===== config.mk =====
export PLATFORM = sky130hd
export DESIGN_NAME = imem_loader
export DESIGN_NICKNAME = d
export VERILOG_FILES = /design/src/rtl/imem_loader_pkg.sv /design/src/rtl/imem_loader_word_assembler.sv /design/src/rtl/imem_loader.sv
export SDC_FILE = /design/constraint.sdc
export NUM_CORES = 1
export LEC_CHECK = 0
export BUFFER_PORTS_ARGS = -buffer_cell sky130_fd_sc_hd__buf_4
export CAP_MARGIN = 20
export CORE_MARGIN = 5
export CORE_UTILIZATION = 61
export DETAILED_ROUTE_END_ITERATION = 7
export PLACE_DENSITY = 0.93
export SYNTH_ARGS = -nofsm -noshare
export SYNTH_HDL_FRONTEND = slang
export SYNTH_SLANG_ARGS = --single-unit

===== constraint.sdc =====
create_clock -name clk -period 3.95 [get_ports clk]
set_input_delay 0.395 -clock clk [delete_from_list [all_inputs] [get_ports clk]]
set_output_delay 0.395 -clock clk [all_outputs]
set_load 0.05 [all_outputs]

===== src/rtl/imem_loader_pkg.sv =====
// Shared definitions for the instruction-memory boot loader.
package imem_loader_pkg;

    // Instruction RAM geometry, also used for the RAM itself and the PC width.
    localparam int IMEM_DEPTH  = 64;
    localparam int IMEM_ADDR_W = 6;

    typedef enum logic [2:0] {
        ST_IDLE   = 3'd0,
        ST_HEADER = 3'd1,
        ST_DATA   = 3'd2,
        ST_CHECK  = 3'd3,
        ST_DONE   = 3'd4,
        ST_ERR    = 3'd5
    } state_t;

endpackage


===== src/rtl/imem_loader_word_assembler.sv =====
// Big-endian byte-to-word assembler: shifts bytes in MSB first and flags the
// 4th byte of each word. The completed word is presented combinationally
// alongside the strobe so the caller can register it in the same edge.
module word_assembler (
    input  logic        clk,
    input  logic        rst_n,
    input  logic        clr,
    input  logic        en,
    input  logic [7:0]  data,
    output logic [31:0] word,
    output logic        word_done
);

    // Only the three older bytes need storage; the 4th arrives on data.
    logic [23:0] sh;
    logic [1:0]  cnt;

    assign word      = {sh, data};
    assign word_done = en && (cnt == 2'd3);

    // Shift register and wrapping byte counter.
    always_ff @(posedge clk or negedge rst_n) begin
        if (!rst_n) begin
            sh  <= '0;
            cnt <= '0;
        end else if (clr) begin
            sh  <= '0;
            cnt <= '0;
        end else if (en) begin
            sh  <= {sh[15:0], data};
            cnt <= cnt + 2'd1;
        end
    end

endmodule


===== src/rtl/imem_loader.sv =====
// Boot-time loader: header (word count), 4*N big-endian data bytes, XOR
// checksum trailer. Writes each word into instruction RAM and holds the CPU
// in reset while loading or after a failed load.
module imem_loader
    import imem_loader_pkg::*;
#(
    parameter int DEPTH  = IMEM_DEPTH,
    parameter int ADDR_W = IMEM_ADDR_W
) (
    input  logic              clk,
    input  logic              rst_n,
    input  logic              start,
    input  logic              in_valid,
    input  logic [7:0]        in_byte,
    output logic              in_ready,
    output logic              wr_en,
    output logic [ADDR_W-1:0] wr_addr,
    output logic [31:0]       wr_data,
    output logic              cpu_hold,
    output logic              busy,
    output logic              done,
    output logic              err
);

    localparam logic [8:0] DEPTH9 = 9'(DEPTH);

    state_t state_q, state_d;

    logic [ADDR_W-1:0] widx;      // index of the word being assembled
    logic [ADDR_W-1:0] last_idx;  // N-1, fits ADDR_W since N <= DEPTH
    logic [7:0]        acc;       // running XOR of data bytes
    logic              accept;
    logic              enter_hdr;
    logic              hdr_bad;
    logic [31:0]       word;
    logic              word_done;
    logic              in_ready_d, busy_d, done_d, err_d, hold_d;

    // in_ready is a registered copy of the state decode, so accept never
    // depends combinationally on anything but flops and in_valid.
    assign accept    = in_valid && in_ready;
    assign enter_hdr = start && (state_q == ST_IDLE || state_q == ST_DONE ||
                                 state_q == ST_ERR);
    assign hdr_bad   = (in_byte == 8'd0) || ({1'b0, in_byte} > DEPTH9);

    word_assembler u_asm (
        .clk       (clk),
        .rst_n     (rst_n),
        .clr       (enter_hdr),
        .en        (accept && state_q == ST_DATA),
        .data      (in_byte),
        .word      (word),
        .word_done (word_done)
    );

    // State register.
    always_ff @(posedge clk or negedge rst_n) begin
        if (!rst_n) state_q <= ST_IDLE;
        else        state_q <= state_d;
    end

    // Next-state logic.
    always_comb begin
        state_d = state_q;
        unique case (state_q)
            ST_IDLE, ST_DONE, ST_ERR: if (start) state_d = ST_HEADER;
            ST_HEADER: if (accept) state_d = hdr_bad ? ST_ERR : ST_DATA;
            ST_DATA:   if (word_done && widx == last_idx) state_d = ST_CHECK;
            ST_CHECK:  if (accept) state_d = (in_byte == acc) ? ST_DONE : ST_ERR;
            default:   state_d = ST_IDLE;
        endcase
    end

    // Output decode from the next state; registered below so every status
    // output lines up with the state it describes.
    always_comb begin
        in_ready_d = (state_d == ST_HEADER) || (state_d == ST_DATA) ||
                     (state_d == ST_CHECK);
        busy_d     = in_ready_d;
        done_d     = (state_d == ST_DONE);
        err_d      = (state_d == ST_ERR);
        hold_d     = !((state_d == ST_IDLE) || (state_d == ST_DONE));
    end

    // Status output registers; cpu_hold is asserted while in reset.
    always_ff @(posedge clk or negedge rst_n) begin
        if (!rst_n) begin
            in_ready <= 1'b0;
            busy     <= 1'b0;
            done     <= 1'b0;
            err      <= 1'b0;
            cpu_hold <= 1'b1;
        end else begin
            in_ready <= in_ready_d;
            busy     <= busy_d;
            done     <= done_d;
            err      <= err_d;
            cpu_hold <= hold_d;
        end
    end

    // Datapath: word count, checksum and the one-cycle RAM write.
    always_ff @(posedge clk or negedge rst_n) begin
        if (!rst_n) begin
            widx     <= '0;
            last_idx <= '0;
            acc      <= '0;
            wr_en    <= 1'b0;
            wr_addr  <= '0;
            wr_data  <= '0;
        end else begin
            wr_en <= word_done;
            if (enter_hdr) begin
                widx <= '0;
                acc  <= '0;
            end
            if (state_q == ST_HEADER && accept)
                last_idx <= ADDR_W'(in_byte - 8'd1);
            if (state_q == ST_DATA && accept)
                acc <= acc ^ in_byte;
            if (word_done) begin
                wr_addr <= widx;
                wr_data <= word;
                widx    <= widx + ADDR_W'(1);
            end
        end
    end

endmodule


# Yosys cells after proc, flatten, opt, wreduce, memory -nomap -nowiden
# Cells that the tools add are included.
[word_totals] elab_cells=65 reg_bits=92 output_inout_bits=44
[classes] n_reduce_logical=19 n_bitwise=1 n_lt_le_gt_ge=1 n_eq_ne=13 n_addsub=3 n_mux=15
[op_table] cell="$mux W24" n=2
[op_table] cell="$mux W8" n=2
[op_table] cell="$mux W3" n=5
[op_table] cell="$eq A3 B2 Y1 const B" n=4
[op_table] cell="$eq A3 B3 Y1 const B" n=4
[op_table] cell="$mux W6" n=2
[op_table] cell="$pmux W3 S4" n=1
[op_table] cell="$eq A8 B8 Y1" n=1
[op_table] cell="$gt A8 B7 Y1 const B" n=1
[op_table] cell="$logic_not A8 Y1" n=1
[op_table] cell="$xor A8 B8 Y8" n=1
[op_table] cell="$add A6 B1 Y6 const B" n=1
[op_table] cell="$eq A3 B1 Y1 const B" n=2
[op_table] cell="$eq A6 B6 Y1" n=1
[op_table] cell="$logic_and A1 B1 Y1" n=6
[op_table] cell="$logic_not A3 Y1" n=2
[op_table] cell="$logic_or A1 B1 Y1" n=6
[op_table] cell="$sub A6 B1 Y6 const B" n=1
[op_table] cell="$mux W2" n=2
[op_table] cell="$reduce_bool A2 Y1" n=2
[op_table] cell="$reduce_or A3 Y1" n=1
[op_table] cell="$add A2 B1 Y2 const B" n=1
[op_table] cell="$eq A2 B2 Y1 const B" n=1
[op_table] cell="$logic_not A1 Y1" n=1
[op_table] cell="$mux W1" n=1

# Depth between registers and ports, before layout
# Gate-level depths: netlist (run 1).
[depth] word_depth=9 depth_mapped=8 mapped_depth_nobuf=7

# Cells and area by module
# A second synthesis (run 1) with hierarchy kept.
[unflattened] cells_unflattened=337 area_unflattened_um2=4058.9
[modules_own_cells] module="imem_loader" instances=1 cells_each=243 area_per_inst_um2=2905.3
[modules_own_cells] module="word_assembler" instances=1 cells_each=94 area_per_inst_um2=1153.6

# Worst setup path after synthesis (run 1)
# No wires, ideal clock.
[synth_timing] path_kind="input to register" from="input in_byte[0]" to="register err" path_slack_ps=1658 n_path_buf=0 arrival_ps=2118 required_ps=3776 setup_ps=174 stages=7 cell_sequence="inv_1 ha_1 or3b_4 o31a_1 or4_4 a221o_1 a21boi_0"
[synth_between] elab_chain_cells=6 elab_cells_between_ends=10 classes_between="1 x order compare; 2 x eq/ne; 5 x mux; 2 x reduce/logical"
[synth_lines] element="start, declared" line="imem_loader.sv:14" rtl="input logic [7:0] in_byte,"
[synth_lines] element="$gt A8 B7 Y1 / $logic_not A8 Y1 (equally long branches)" line="imem_loader.sv:44" rtl="assign hdr_bad = (in_byte == 8'd0) || ({1'b0, in_byte} > DEPTH9);"
[synth_lines] element="$logic_or A1 B1 Y1 *" line="imem_loader.sv:44"
[synth_lines] element="$mux W3 * (2 in a row)" line="imem_loader.sv:67" rtl="ST_HEADER: if (accept) state_d = hdr_bad ? ST_ERR : ST_DATA;"
[synth_lines] element="$pmux W3 S4 *" line="imem_loader.sv:65" rtl="unique case (state_q)"
[synth_lines] element="named net state_d[2]" line="imem_loader.sv:27" rtl="state_t state_q, state_d;"
[synth_lines] element="$eq A3 B3 Y1 *" line="imem_loader.sv:81" rtl="err_d = (state_d == ST_ERR);"
[synth_lines] element="named net err_d" line="imem_loader.sv:37" rtl="logic in_ready_d, busy_d, done_d, err_d, hold_d;"
[synth_lines] element="end signal, assigned" line="imem_loader.sv:97" rtl="err <= err_d;"
[synth_lines] element="end, declared" line="imem_loader.sv:22" rtl="output logic err"
# The timed path passes the listed nets; every way through them passes the cells marked *.
# A chain may end at the register's enable or synchronous reset.

# Worst setup path after layout (run 1)
[layout_timing] from="register state_q[0]" to="register err"
[layout_between] elab_chain_cells=7 elab_cells_between_ends=16 classes_between="6 x eq/ne; 5 x mux; 5 x reduce/logical"
[layout_lines] element="start, declared" line="imem_loader.sv:27"
[layout_lines] element="start signal, assigned" line="imem_loader.sv:59" rtl="else state_q <= state_d;"
[layout_lines] element="$eq A3 B2 Y1" line="imem_loader.sv:50, imem_loader.sv:65"
[layout_lines] element="$logic_and A1 B1 Y1" line="imem_loader.sv:50" rtl=".en (accept && state_q == ST_DATA),"
[layout_lines] element="$logic_and A1 B1 Y1" line="imem_loader_word_assembler.sv:19" rtl="assign word_done = en && (cnt == 2'd3);"
[layout_lines] element="$logic_and A1 B1 Y1" line="imem_loader.sv:68" rtl="ST_DATA: if (word_done && widx == last_idx) state_d = ST_CHECK;"
[layout_lines] element="$mux W3" line="imem_loader.sv:68"
[layout_lines] element="$pmux W3 S4 *" line="imem_loader.sv:65"
[layout_lines] element="$eq A3 B3 Y1 *" line="imem_loader.sv:81"
[layout_lines] element="named net err_d" line="imem_loader.sv:37"
# Marks and branches as above.

==> impl_metrics.py, run 1 <==
metrics = {
    "global_route": {
        "antenna_found_initial": 0,
        "grt.overflow.total": 0,
        "grt_pass1_vias": 2999,
        "grtUsageTotal": 0.215,
        "grt_max_degree": 93,
        "grt_pass1_wl_microns": 14200,
    },
    "floorplan": {
        "ioPinCount": 56,
        "dieArea_sq_um": 8120,
        "num_rows": 29,
        "start_util": 0.620,
        "die_x_microns": 90.1,
        "die_h_microns": 90.1,
        "core_area_sq_um": 6310,
    },
    "clock_tree": {
        "clockRootBuffer": "clkbuf_8",
        "cts_buffer_depth": 2,
        "cts_buffers": 9,
        "cts_tree": "built",
        "insertion_delay_ns": 0.37,
        "cts_setup_buffers": 0,
        "htree_num_levels": 3,
        "path_clk_slew_ns": 0.09,
        "cts.sinks": 92,
        "ctsResizeCount": 0,
    },
    "worst_setup_path": {
        "cp.arrival_ns": 2.71,
        "regToRegSetupSlack_ns": 1.43,
        "startpoint_type": "flop",
        "required_ns": 4.14,
        "cp_cell_sequence": "nor2_1, nand4_1, buf_4, nor4_1, a2111oi_0, a21boi_0",
        "r2r_cells": 6,
        "cpPeakStageDelay_ns": 0.95,
        "critPathSlowestCell": "a2111oi_0",
        "critPathMaxFanout": 32,
        "cp-end-kind": "flop",
        "reg2reg_to": "err",
        "rr_startpoint": "state_q[0]",
        "worstSetupStartpoint": "state_q[0]",
        "crit_type": "reg -> reg",
        "endpoint": "err",
    },
    "placement": {
        "place_area_sq_um": 4350,
        "hpwlAfterDp_microns": 5710,
        "io_buffer_count": 55,
        "gp_routability_congestion": 0.850,
    },
    "finish": {
        "drive_gt1_frac": 0.168,
        "area_growth_pct": 18.4,
        "n_antenna_cell": 0,
        "nNetsFinal": 499,
        "multi_input_area_sq_um": 1490,
        "seq_area_sq_um": 2300,
        "fin_area_sq_um": 4630,
        "fillers": 440,
    },
    "synth": {
        "synth_cell_types": 35,
        "syn_nets": 452,
        "ys_warn_count": 0,
        "ys_ff_latch": 92,
        "netlist_instances": 437,
        "syn_area_sq_um": 3910,
        "yosysSeqAreaShare": 0.589,
        "synth_area_per_cell_sq_um": 8.96,
    },
    "power": {
        "power_w": 0.00231,
        "seq_power_share": 0.481,
        "combPwrFrac": 0.217,
        "max-vdd-ir-drop_uv": 405,
        "p_clk_frac": 0.302,
        "p_switching_w": 0.000764,
        "power_leakage_nw": 2.54,
        "intPower_w": 0.00155,
        "swShare": 0.330,
        "power.density_nw_per_um2": 500,
    },
    "route": {
        "ant_nets": 0,
        "vias_per_cell": 5.67,
        "wl_microns": 8700,
        "via_count": 3208,
        "drc": 2,
        "drt_iter0_drc": 279,
        "wl_per_cell_microns": 15.4,
        "drt_pre_antenna_iters": 7,
    },
    "job": {
        "drv_cap": 0,
    },
    "run_status": {
        "status": "finished with violations",
        "violations": "design-rule violations",
    },
    "sta": {
        "fmax_mhz": 397,
        "rsz0062_at_grt": "no",
        "fin_crit_sh": 0.637,
        "slew_headroom": 0.234,
        "tightestPinTransition_ns": 1.12,
        "slew_viol_final": 0,
        "fin_skew_ns": 0.00933,
        "finalSetupTns_ns": 0,
        "finalHoldViolCount": 0,
        "min_period_ns": 2.52,
        "setup_viol": 0,
    },
    "hold_path": {
        "hold_class": "in -> reg",
    },
}
==> Yosys cell counts <==
master | n | area (sq um)
nand2_1 | 181 | 679
dfrtp_1 | 91 | 2280
o21ai_0 | 29 | 145
nand3_1 | 25 | 125
clkbuf_1 | 21 | 78.8
nor2_1 | 19 | 71.3
xor2_1 | 13 | 114
a21oi_1 | 8 | 40.0
xnor2_1 | 6 | 52.6
nand2b_1 | 5 | 31.3
nand4_1 | 4 | 25.0
nor4_1 | 4 | 25.0
buf_1 | 3 | 11.3
ha_1 | 3 | 37.5
and2_1 | 2 | 12.5
and3_1 | 2 | 12.5
inv_1 | 2 | 7.51
nor3_1 | 2 | 10.0
a2111oi_0 | 1 | 8.76
a211o_1 | 1 | 8.76
a21boi_0 | 1 | 7.51
a221o_1 | 1 | 10.0
a31oi_1 | 1 | 6.26
buf_2 | 1 | 5.00
buf_4 | 1 | 7.51
buf_6 | 1 | 11.3
clkinv_1 | 1 | 3.75
dfstp_2 | 1 | 26.3
mux2i_1 | 1 | 10.0
nor2b_1 | 1 | 6.26
o31a_1 | 1 | 8.76
or2_2 | 1 | 6.26
or3b_1 | 1 | 8.76
or3b_4 | 1 | 11.3
or4_4 | 1 | 11.3
==> routing by layer <==
layer	global-route usage	vias to the layer above	share of wire
li1	-	1498	-
met1	0.286	1531	0.42
met2	0.334	151	0.48
met3	0.0534	28	0.073
met4	0.102	0	0.029
met5	0	-	0
==> layout make-up <==
| class | instances | area share |
|---|---|---|
| sequential | 92 | 0.497 |
| multi-input combinational | 315 | 0.321 |
| timing repair buffer | 63 | 0.111 |
| clock buffer | 9 | 0.0267 |
| clock inverter | 7 | 0.0211 |
| tap | 77 | 0.0208 |
| inverter | 3 | 0.00243 |
==> how the worst min path moves through the flow <==
stage,start,endpoint,depth (start not counted)
final,in_byte[0],last_idx[0],2
after global routing,in_byte[0],last_idx[0],2
after CTS,rst_n,wr_data[4],1
after detailed placement,u_asm.sh[20],wr_data[28],2
after global placement,u_asm.sh[23],wr_data[31],2
after floorplan,rst_n,acc[0],0
==> power by group through the flow <==
stage	logic [W]	clock network [W]	registers, W
5_1_grt	0.000543	0.000745	0.00112
4_1_cts	0.000486	0.000710	0.00111
6_report	0.000503	0.000699	0.00111
2_1_floorplan	0.000308	0	0.00116
3_5_place_dp	0.000482	0	0.00113
3_3_place_gp	0.000465	0	0.00112
==> kinds of logic after synthesis <==
logic type,count (synthesis),synth area share
and+or+nand+nor,249,0.265
DFF,92,0.589
AOI/OAI and AO/OA,43,0.0601
buffers and inverters,30,0.0320
xor gates and xnor gates,19,0.0425
adders and majority gates,3,0.00959
muxes,1,0.00256
==> through the flow <==
stage                     std cells  hold slack, ns  utilization  setup WS [ns]
after floorplan                 437          0.0994            -           1.66
after global placement          547           0.451        0.688           1.44
after detailed placement        547           0.456        0.688           1.37
after CTS                       563           0.266        0.724           1.50
after global routing            566           0.280        0.734           1.28
final                           566           0.283        0.734           1.43
==> critical path, delay by kind of cell, from the launching register on <==
kind,cells,cell delay [ns]
AO/OA/AOI/OAI,2,1.14
flip-flops,1,0.50
AND/OR/NAND/NOR,3,0.38
buffers and inverters,1,0.32
==> what timing repair did <==
item	in CTS	in global routing
endpoints found under the setup margin	0	0
hold endpoints to repair	0	12
hold buffers	0	1
==> sequential cells by signal, indices dropped and copies added, names as in the netlist <==
name and count:
acc 8, busy 1, cpu_hold 1, done 1, err 1, last_idx 6, state_q 3, u_asm.cnt 2
u_asm.sh 24, widx 6, wr_addr 6, wr_data 32, wr_en 1
==> layout by cell type (no fill, tap or decap), drive strengths merged, types with 4 or more instances in the layout <==
cell type and count:
a21oi 8, buf 62, clkbuf 9, dfrtp 91
inv 4, nand2 181, nand2b 5, nand3 25
nand4 4, nor2 19, nor4 4, o21ai 29
xnor2 6, xor2 13
Power figures use the tool's default switching activity.
==> run 2, diff against run 1 <==
--- a/config.mk
+++ b/config.mk
@@ -5,12 +5,13 @@
 export SDC_FILE = /design/constraint.sdc
 export NUM_CORES = 1
 export LEC_CHECK = 0
+export ABC_AREA = 1
 export BUFFER_PORTS_ARGS = -buffer_cell sky130_fd_sc_hd__buf_4
 export CAP_MARGIN = 20
 export CORE_MARGIN = 5
-export CORE_UTILIZATION = 61
+export CORE_UTILIZATION = 56
 export DETAILED_ROUTE_END_ITERATION = 7
-export PLACE_DENSITY = 0.93
+export PLACE_DENSITY = 0.87
 export SYNTH_ARGS = -nofsm -noshare
 export SYNTH_HDL_FRONTEND = slang
 export SYNTH_SLANG_ARGS = --single-unit
==> constraint.sdc (replaced) <==
create_clock -name clk -period 2.45 [get_ports clk]
set_input_delay 0.245 -clock clk [delete_from_list [all_inputs] [get_ports clk]]
set_output_delay 0.245 -clock clk [all_outputs]
set_load 0.05 [all_outputs]
==> run 2 against run 1 <==
Against the previous run: the run now ends clean; sequential power is 57% higher; total power is 61% higher; routed wire length is 5.6% lower; synthesized cell count is 5.9% lower; clock power is 59% higher; die area is 6.1% higher; register-to-register slack worse by 0.77 ns; combinational power is 75% higher; critical endpoint is now wr_data[0]; largest power group unchanged.
==> impl_metrics.py, run 2 <==
metrics = {
    "sta": {
        "slew_viol_final": 0,
        "fin_crit_sh": 0.730,
        "finalSetupTns_ns": 0,
        "finalHoldViolCount": 0,
        "rsz0062_at_grt": "no",
        "fmax_mhz": 559,
        "fin_skew_ns": 0.00961,
        "tightestPinTransition_ns": 0.672,
        "slew_headroom": 0.552,
        "setup_viol": 0,
        "min_period_ns": 1.79,
        "holdWs_ns": 0.110,
    },
    "worst_setup_path": {
        "cp.arrival_ns": 2.05,
        "critPathMaxFanout": 47,
        "r2r_cells": 6,
        "required_ns": 2.71,
        "crit_type": "reg -> reg",
        "reg2reg_to": "wr_data[0]",
        "worstSetupStartpoint": "state_q[0]",
        "cp-end-kind": "flop",
        "cpPeakStageDelay_ns": 0.41,
        "rr_startpoint": "state_q[0]",
        "regToRegSetupSlack_ns": 0.66,
        "cp_cell_sequence": "inv_2, nand3_2, clkinv_2, nand3_4, buf_4, o21ai_0",
        "startpoint_type": "flop",
        "critPathSlowestCell": "dfrtp_1",
    },
    "clock_tree": {
        "cts_buffer_depth": 2,
        "cts_tree": "built",
        "cts_setup_buffers": 0,
        "htree_num_levels": 3,
        "insertion_delay_ns": 0.37,
        "path_clk_slew_ns": 0.08,
        "ctsResizeCount": 0,
        "cts_buffers": 9,
        "cts.sinks": 92,
        "clockRootBuffer": "clkbuf_8",
    },
    "synth": {
        "ys_ff_latch": 92,
        "ys.flop_type": "dfrtp_1",
        "ys_warn_count": 0,
        "synth.most_common_cell": "nand2_1",
        "ys_top_cells_by_count": "nand2_1 (103), dfrtp_1 (91), inv_1 (44)",
        "yosysSeqAreaShare": 0.600,
        "syn_area_sq_um": 3840,
        "synth_cell_types": 30,
        "yosysTopAreaCell": "dfrtp_1",
        "async_flop_share": 1.00,
        "synth_area_per_cell_sq_um": 9.34,
        "yosys.area.top_type_share": 0.593,
        "syn_nets": 426,
        "yosys-top-cells-area": "dfrtp_1 (59%), nand2_1 (10%), o22ai_1 (5.2%)",
        "netlist_instances": 411,
        "synth_edf_count": 0,
    },
    "finish": {
        "layout_common_cells": "nand2_1 (103), dfrtp_1 (91), buf_4 (57), inv_1 (44), o21ai_0 (38)",
        "n_antenna_cell": 0,
        "drive_gt1_frac": 0.221,
        "fillers": 515,
        "regMostFlops": "wr_data",
        "final_common_cell": "nand2_1",
        "largest_register_ff_count": 32,
        "post-route-util": 0.675,
        "largestRegisters": "wr_data: 32 flops, u_asm.sh: 24 flops, acc: 8 flops",
        "fin_cells": 550,
        "nNetsFinal": 481,
        "area_growth_pct": 18.1,
    },
    "placement": {
        "gp_routability_congestion": 0.843,
        "hpwlAfterDp_microns": 5670,
        "dp.cells": 534,
        "io_buffer_count": 55,
    },
    "route": {
        "wl_microns": 8210,
        "wl_per_cell_microns": 14.9,
        "drc": 0,
        "drt_iter0_drc": 226,
        "vias_per_cell": 5.40,
        "ant_nets": 0,
        "drt_pre_antenna_iters": 5,
        "via_count": 2970,
    },
    "floorplan": {
        "ioPinCount": 56,
        "num_rows": 30,
        "dieArea_sq_um": 8610,
        "die_x_microns": 92.8,
        "die_h_microns": 92.8,
        "core_area_sq_um": 6720,
        "start_util": 0.571,
    },
    "hold_path": {
        "min_from": "in_byte[0]",
        "worstHoldPathCells": 2,
        "hold_class": "in -> reg",
        "min_to": "last_idx[0]",
    },
    "run_status": {
        "status": "finished, final reports clean",
    },
    "job": {
        "drv_cap": 0,
    },
    "global_route": {
        "grt_max_degree": 53,
        "antenna_found_initial": 0,
        "grt_pass1_vias": 2910,
        "grtUsageTotal": 0.204,
        "grt.overflow.total": 0,
        "grt_pass1_wl_microns": 13700,
    },
    "power": {
        "power_w": 0.00373,
        "power_leakage_nw": 2.24,
        "max-vdd-ir-drop_uv": 647,
        "power.density_nw_per_um2": 822,
    },
}
[run 2: metrics by stage]
step                      instance area (sq um)  worst slack [ns]
after global placement                     4310             0.699
after CTS                                  4530             0.670
after floorplan                            3840             0.752
final                                      4530             0.661
after global routing                       4530             0.531
after detailed placement                   4310             0.689
[run 2: final cells by class]
class	instances	area, sq um	share of cell area
Inverter	58	219	0.0483
Sequential cell	92	2300	0.508
Clock buffer	11	141	0.0312
Tap cell	80	100	0.0221
Multi-Input combinational cell	246	1240	0.273
Clock inverter	4	73.8	0.0163
Timing Repair Buffer	59	458	0.101
[run 2: worst max path at each step]
stage,to,slack [ns],depth (start not counted)
floorplan,wr_data[15],0.75,7
global placement,wr_data[0],0.70,5
detailed placement,wr_data[0],0.69,6
CTS,wr_data[0],0.67,6
global route,wr_data[0],0.53,5
finish,wr_data[0],0.66,6
[run 2: layer usage]
| layer | GRT usage | part of all wire | wire length, microns | up-vias |
|---|---|---|---|---|
| met2 | 0.324 | 0.49 | 4050 | 114 |
| met5 | 0 | 0 | 0 | - |
| met4 | 0.0965 | 0.032 | 261 | 0 |
| li1 | - | - | - | 1437 |
| met3 | 0.0512 | 0.064 | 522 | 21 |
| met1 | 0.263 | 0.41 | 3390 | 1398 |
[run 2: worst max-delay path, delay by kind of cell, from the launching register on]
| family | cells | cell delay [ns] |
|---|---|---|
| buffers and inverters | 3 | 0.60 |
| DFF | 1 | 0.41 |
| and+or+nand+nor | 2 | 0.40 |
| AOI/OAI and AO/OA | 1 | 0.27 |
[run 2: cells by family (layout without fill, tap and decap cells)]
logic type	Yosys count	after routing	synth area share
compound gates	86	86	0.124
xor+xnor	7	7	0.0160
fa+ha+maj	3	3	0.00978
mux	1	1	0.00261
simple gates	149	149	0.170
buf+inv	73	132	0.0772
flops	92	92	0.600
[run 2: timing repair]
item,CTS,global route
setup endpoints to repair,0,0
endpoints found under the hold margin,50,0
hold buffers,1,0
[run 2: where the power goes]
group	total, W	internal (W)	leakage (nW)	switching [W]
combinational	0.000881	0.000266	0.868	0.000615
sequential	0.00174	0.00166	1.26	0.0000819
clock	0.00111	0.000597	0.109	0.000514
total	0.00373	0.00252	2.24	0.00121
